==> src/rtl/branch_unit.sv <==
// Execute-stage branch resolution: evaluates the branch condition, computes the
// resolved next PC, flags mispredictions and keeps saturating retire counters.
module branch_unit #(
    parameter int XLEN       = 64,
    parameter int CNT_W      = 32,
    parameter int ILEN_BYTES = 4
) (
    input  logic             clk,
    input  logic             rst,
    input  logic             in_valid,
    output logic             in_ready,
    input  logic [XLEN-1:0]  REG1,
    input  logic [XLEN-1:0]  REG2,
    input  logic [2:0]       Type,
    input  logic [XLEN-1:0]  PC,
    input  logic [XLEN-1:0]  IMM,
    input  logic             PredT,
    input  logic [XLEN-1:0]  PredPC,
    input  logic             flush,
    input  logic             cnt_clr,
    output logic             out_valid,
    input  logic             out_ready,
    output logic             BrE,
    output logic             Mispred,
    output logic [XLEN-1:0]  RedirPC,
    output logic [CNT_W-1:0] BrCnt,
    output logic [CNT_W-1:0] MisCnt
);

    logic            taken;
    logic            mis_next;
    logic [XLEN-1:0] target;
    logic [XLEN-1:0] fall_through;
    logic            accept;
    logic            retire;

    always_comb begin
        taken = 1'b0;
        case (Type)
            3'b010:  taken = (REG1 == REG2);
            3'b011:  taken = (REG1 != REG2);
            3'b100:  taken = ($signed(REG1) <  $signed(REG2));
            3'b101:  taken = ($signed(REG1) >= $signed(REG2));
            3'b110:  taken = (REG1 <  REG2);
            3'b111:  taken = (REG1 >= REG2);
            default: taken = 1'b0;
        endcase
    end

    assign target       = PC + IMM;
    assign fall_through = PC + XLEN'(ILEN_BYTES);

    // The predicted target only matters when both sides agree the branch is taken.
    assign mis_next = (taken != PredT) || (taken && PredT && (PredPC != target));

    assign in_ready = !out_valid || out_ready;
    assign accept   = in_valid && in_ready && !flush;
    assign retire   = out_valid && out_ready && !flush;

    always_ff @(posedge clk or posedge rst) begin
        if (rst) begin
            out_valid <= 1'b0;
            BrE       <= 1'b0;
            Mispred   <= 1'b0;
            RedirPC   <= '0;
        end else begin
            if (accept) begin
                BrE     <= taken;
                Mispred <= mis_next;
                RedirPC <= taken ? target : fall_through;
            end
            if (flush) begin
                out_valid <= 1'b0;
            end else if (accept) begin
                out_valid <= 1'b1;
            end else if (retire) begin
                out_valid <= 1'b0;
            end
        end
    end

    // Counters stick at all-ones; a clear wins over a same-cycle retire.
    always_ff @(posedge clk or posedge rst) begin
        if (rst) begin
            BrCnt  <= '0;
            MisCnt <= '0;
        end else if (cnt_clr) begin
            BrCnt  <= '0;
            MisCnt <= '0;
        end else if (retire) begin
            if (BrCnt != '1) begin
                BrCnt <= BrCnt + CNT_W'(1);
            end
            if (Mispred && (MisCnt != '1)) begin
                MisCnt <= MisCnt + CNT_W'(1);
            end
        end
    end

endmodule

==> config.mk <==
export PLATFORM = sky130hd
export DESIGN_NAME = branch_unit
export DESIGN_NICKNAME = d
export VERILOG_FILES = /design/src/rtl/branch_unit.sv
export SDC_FILE = /design/constraint.sdc
export NUM_CORES = 1
export LEC_CHECK = 0
export CAP_MARGIN = 20
export CORE_ASPECT_RATIO = 0.75
export CORE_MARGIN = 1.5
export CORE_UTILIZATION = 41
export CTS_BUF_LIST = sky130_fd_sc_hd__clkbuf_4
export CTS_CLUSTER_DIAMETER = 50
export DETAILED_ROUTE_END_ITERATION = 6
export GPL_TIMING_DRIVEN = 0
export PLACE_DENSITY_LB_ADDON = 0.1
export SETUP_SLACK_MARGIN = 0.2
export SLEW_MARGIN = 20
export SYNTH_ARGS = -nofsm -noshare
export SYNTH_HDL_FRONTEND = slang
export SYNTH_SLANG_ARGS = --single-unit
==> constraint.sdc <==
create_clock -name clk -period 7.5 [get_ports clk]
set_input_delay 1.125 -clock clk [delete_from_list [all_inputs] [get_ports clk]]
set_output_delay 1.125 -clock clk [all_outputs]
set_load 0.01 [all_outputs]
; Word level (Yosys, flattened, before mapping)
; Index checks and enable logic that the tools add are counted.
[totals]
reg_bits = 131
latchBits = 0
ramBits = 0
rom_bits = 0
out_inout_bits = 132
n_memories = 0
[classes]
add_sub_neg = 4
mul = 0
n_div = 0
n_lt_le_gt_ge = 4
eq_ne = 12
shifts = 0
n_mux = 11
bitwise = 0
n_reduce_logical = 17
[ops]
columns = cell, n
row1 = 32-bit two-way mux, 6
row2 = 64-bit greater-or-equal comparator, 2
row3 = 64-bit less-than comparator, 2
row4 = 64-bit != test, 2
row5 = "32-bit by 1-bit adder with 32-bit output, second input constant", 2
row6 = "64-bit by 3-bit adder with 64-bit output, second input constant", 1
row7 = 64-bit adder, 1
row8 = 64-bit equality test, 1
row9 = 64-bit two-way mux, 1
row10 = "32-bit != test, second input constant", 2
row11 = "3-bit equality test, second input constant", 4
row12 = 1-bit logical AND, 7
row13 = "3-bit by 2-bit equality test with 1-bit output, second input constant", 2
row14 = 1-bit case mux with 6 select lines, 1
row15 = 2-bit nonzero test, 3
row16 = 2-bit AND reduction, 2
row17 = 1-bit two-way mux, 3
row18 = 3-bit nonzero test, 1
row19 = 1-bit zero test, 2
row20 = 1-bit logical OR, 2
row21 = 1-bit != test, 1

; Logic depth before layout (Yosys ltp)
[depth]
depth_word = 6
mapped_depth = 16
mapped_depth_nobuf = 14

; Least setup slack after synthesis
; OpenSTA, ideal clock, no wires.
[synth_timing]
path_kind = input -> register
start = input PC[0]
end = register Mispred
t_arrival_ps = 4577
slack_ps = 2802
stages = 14
n_path_buf = 0
path_cell_list = ha_1 > fa_1 > a21o_1 > a21oi_1 > o221ai_1 > xor2_1 > xnor2_1 > nand4_1 > or4_1 > or4_1 > or4_1 > nor4_1 > and4b_1 > nor2_1
[synth_via]
elab_chain_cells = 4
[synth_rtl]
columns = item, line_no
row1 = "start, declared", 15  ; input logic [XLEN-1:0] PC,
row2 = 64-bit adder, 50  ; assign target = PC + IMM;
row3 = 64-bit != test, 54  ; assign mis_next = (taken != PredT) || (taken && PredT && (PredPC != target));
row4 = 1-bit logical AND, 54
row5 = 1-bit logical OR, 54
row6 = "end signal, assigned", 69  ; Mispred <= mis_next;
row7 = "end, declared", 24  ; output logic Mispred,
; Every way passes these cells.
; A chain may end at the register's enable or synchronous reset.

; Final worst setup path
[layout_timing]
start = input PC[40]
end = register Mispred
; Same word-level chain as after synthesis.

==> flow_metrics.py <==
metrics = {
    "placed_design": {
        "hpwl_microns": 54930,
        "place_ws_ns": 0.9608,
        "globalplace.congestion": 0.9721,
        "port_buffers": 460,
    },
    "yosys": {
        "syn-num-nets": 2488,
        "synth_top_family_by_area": "simple AND/OR/NAND/NOR gates",
        "ys_warn_count": 0,
        "yosysUniqueCellTypes": 80,
        "synth_ff_type": "dfrtp_1",
        "synth_compound_area_frac": 0.2068,
        "synth.cell_area_sq_um": 14860,
        "avgSynthCellArea_sq_um": 7.332,
        "synth_cells": 2027,
        "muxShareOfSynthArea": 0.01473,
        "synthXorXnorAreaFrac": 0.1327,
        "synth-edff-count": 0,
        "seq_area_frac_synth": 0.2206,
        "synthAdderAreaFrac": 0.1108,
        "ys_ff_latch": 131,
        "synth-simple-area-share": 0.2660,
        "synth-async-reset-ratio": 1.000,
    },
    "floorplan": {
        "die_area_sq_um": 37410,
        "rows": 60,
        "die_height_microns": 167.9,
        "core_region_area_sq_um": 35810,
        "pin_count": 462,
        "initial_utilization": 0.4150,
        "die_x_microns": 222.8,
    },
    "critical_path": {
        "crit_fanout": 8,
        "critical_path.top_delay_family": "simple AND/OR/NAND/NOR gates",
        "worstPathArrival_ns": 6.60,
        "cp_cell_sequence": "clkdlybuf4s50_1, ha_1, clkbuf_1, nand4_1, nor4_1, nor4b_1, o211ai_1, a311oi_1, nor2_1, xnor2_1, o2111ai_1, or4_1, nor4_1, and4b_1, nor2_1",
        "critPathSlowestCell": "nor4b_1",
        "worst_setup_path_end_kind": "flop",
        "start_kind": "primary input",
        "cp_num_buf_inv": 2,
        "path_class": "in -> reg",
        "cpPeakStageDelay_ns": 0.65,
        "critical_path_required_ns": 8.01,
    },
    "sta": {
        "fmax_mhz": 164.1,
        "finalCritPeriodShare": 0.8127,
        "tns_ns": 0,
        "period_minus_slack_ns": 6.096,
        "slew-limit-headroom": 0.1775,
        "setup_viol_count_final": 0,
        "skew_ns": 0.04082,
        "hold_viol_final": 0,
        "fin_ws_ns": 1.404,
        "whs_ns": 0.4909,
        "final_max_slew_viol_count": 0,
        "rsz0062_at_grt": "no",
        "worst_pin_slew_ns": 1.222,
    },
    "route": {
        "dr_total_vias": 17350,
        "drc": 0,
        "wirelength_microns": 65250,
        "drt_iter0_drc": 1620,
        "first_pass_iters": 5,
        "ant_nets": 0,
        "wl_per_cell_microns": 21.79,
        "vias_per_cell": 5.795,
    },
    "power_and_ir_drop": {
        "leakagePower_nw": 8.275,
        "pwr-share-clk": 0.191,
        "p_comb_frac": 0.511,
        "intPower_w": 0.001566,
        "seqPwrFrac": 0.298,
        "vdd_drop_max_uv": 132.0,
        "p_sw_w": 0.001248,
        "power_density_nw_per_um2": 138.0,
        "switching_share": 0.4434,
    },
    "global_route": {
        "grt_max_degree": 77,
        "grt.overflow.total": 0,
        "antenna_found_initial": 11,
        "grt_pass1_vias": 16360,
        "grt_pass1_wl_microns": 97220,
        "grt_usage": 0.3408,
    },
    "finish": {
        "layout_common_cells": "clkdlybuf4s50_1 (460), nand2_1 (277), o21ai_0 (199)",
        "fin_nets": 2968,
        "final_common_cell": "clkdlybuf4s50_1",
        "drive_gt1_frac": 0.02579,
        "syn_to_final_growth_pct": 37.22,
    },
    "cts": {
        "cts_setup_buffers": 0,
        "cts.clk_slew.worst_paths_ns": 0.12,
        "numCtsBuffers": 17,
        "cts_sinks": 131,
        "clk_latency_ns": 0.66,
        "htree_levels": 4,
        "hold_buffers": 0,
        "clockBufferDepth": 2,
        "cts_root_buf": "clkbuf_4",
        "ctsResizeCount": 0,
        "cts_tree": "yes",
    },
    "run": {
        "drv_cap": 0,
    },
    "outcome": {
        "status": "complete, no violations",
    },
    "min_path": {
        "holdCritPathClass": "reg -> reg",
    },
}
## path summary, 6_finish.rpt
check	start	to	cells past startpoint	slack, ns
min in group asynchronous	rst	RedirPC[50]	2	0.86
worst min register to register	RedirPC[60]	RedirPC[60]	2	0.49
worst min-delay path	RedirPC[60]	RedirPC[60]	2	0.49
worst max-delay path	PC[40]	Mispred	15	1.40
worst max register to register	BrCnt[0]	BrCnt[25]	12	4.00
max in group asynchronous	rst	RedirPC[29]	3	5.84
## layout make-up
cell class              count  area, sq um
well taps                 465        581.8
multi-input cells        1707        10870
repair buffers            461         4632
fillers                  3456        15420
plain buffers              90        347.8
clock buffers              17        127.6
inverters                  99        379.1
clock inverters            15        158.9
diodes                      9        22.52
flip-flops and latches    131         3278
## synthesized netlist by cell type, types with 15 or more instances
cell | n | share of area
nand4_1 | 88 | 0.037
xor2_1 | 115 | 0.068
a21oi_1 | 158 | 0.053
and2_1 | 15 | 0.0063
clkbuf_1 | 78 | 0.020
inv_1 | 99 | 0.025
and3_1 | 20 | 0.0084
o21a_1 | 16 | 0.0081
or3_1 | 28 | 0.012
nand3_1 | 64 | 0.022
nand2_1 | 277 | 0.070
nor2_1 | 187 | 0.047
a21o_1 | 21 | 0.011
nor4_1 | 17 | 0.0072
nor3_1 | 35 | 0.012
dfrtp_1 | 131 | 0.22
o21ai_0 | 199 | 0.067
ha_1 | 130 | 0.11
xnor2_1 | 98 | 0.058
## worst reg2reg max path: stages, from the launching register on
cell	delay (ns)
dfrtp_1	0.47
ha_1	0.24
nand2_1	0.13
or4_1	0.14
nor4_1	0.05
nor2_1	0.42
nand4_1	0.26
or2_2	0.33
clkbuf_1	0.18
nor3_1	0.35
nand3_1	0.32
or3_1	0.39
a21oi_1	0.15
## metal layers
layer / up-vias / track usage / wire [microns]
li1: 8210 / - / -
met1: 8287 / 0.4675 / 29490
met2: 746 / 0.5382 / 28700
met3: 106 / 0.05724 / 4845
met4: 2 / 0.1251 / 2199
met5: - / 0 / 13
## state kept, by name (all words and copies together) (netlist names)
signal / flops
RedirPC: 64
BrCnt: 32
MisCnt: 32
BrE: 1
Mispred: 1
out_valid: 1
## stage by stage
step / utilization / power (W) / cells / instance area [sq um]
after global placement: 0.5599 / 0.002243 / 2952 / 20050
after CTS: 0.5689 / 0.002796 / 2985 / 20370
after floorplan: - / 0.001567 / 2027 / 14860
after detailed placement: 0.5609 / 0.002259 / 2953 / 20080
final: 0.5695 / 0.002814 / 2994 / 20390
after global routing: 0.5695 / 0.002973 / 2994 / 20390
## logic make-up after synthesis
group | count (synthesis)
simple gates | 819
compound gates | 518
xor+xnor | 218
buf+inv | 189
fa+ha+maj | 131
flops | 131
mux | 21
## power by group through the flow
stage	logic (W)	registers (W)	clock network (W)
2_1_floorplan	0.000686	0.000881	0
3_3_place_gp	0.00139	0.000849	0
3_5_place_dp	0.00141	0.000852	0
4_1_cts	0.00142	0.000838	0.000543
5_1_grt	0.00155	0.000847	0.000575
6_report	0.00144	0.000838	0.000538
Power figures use the tool's default switching activity.
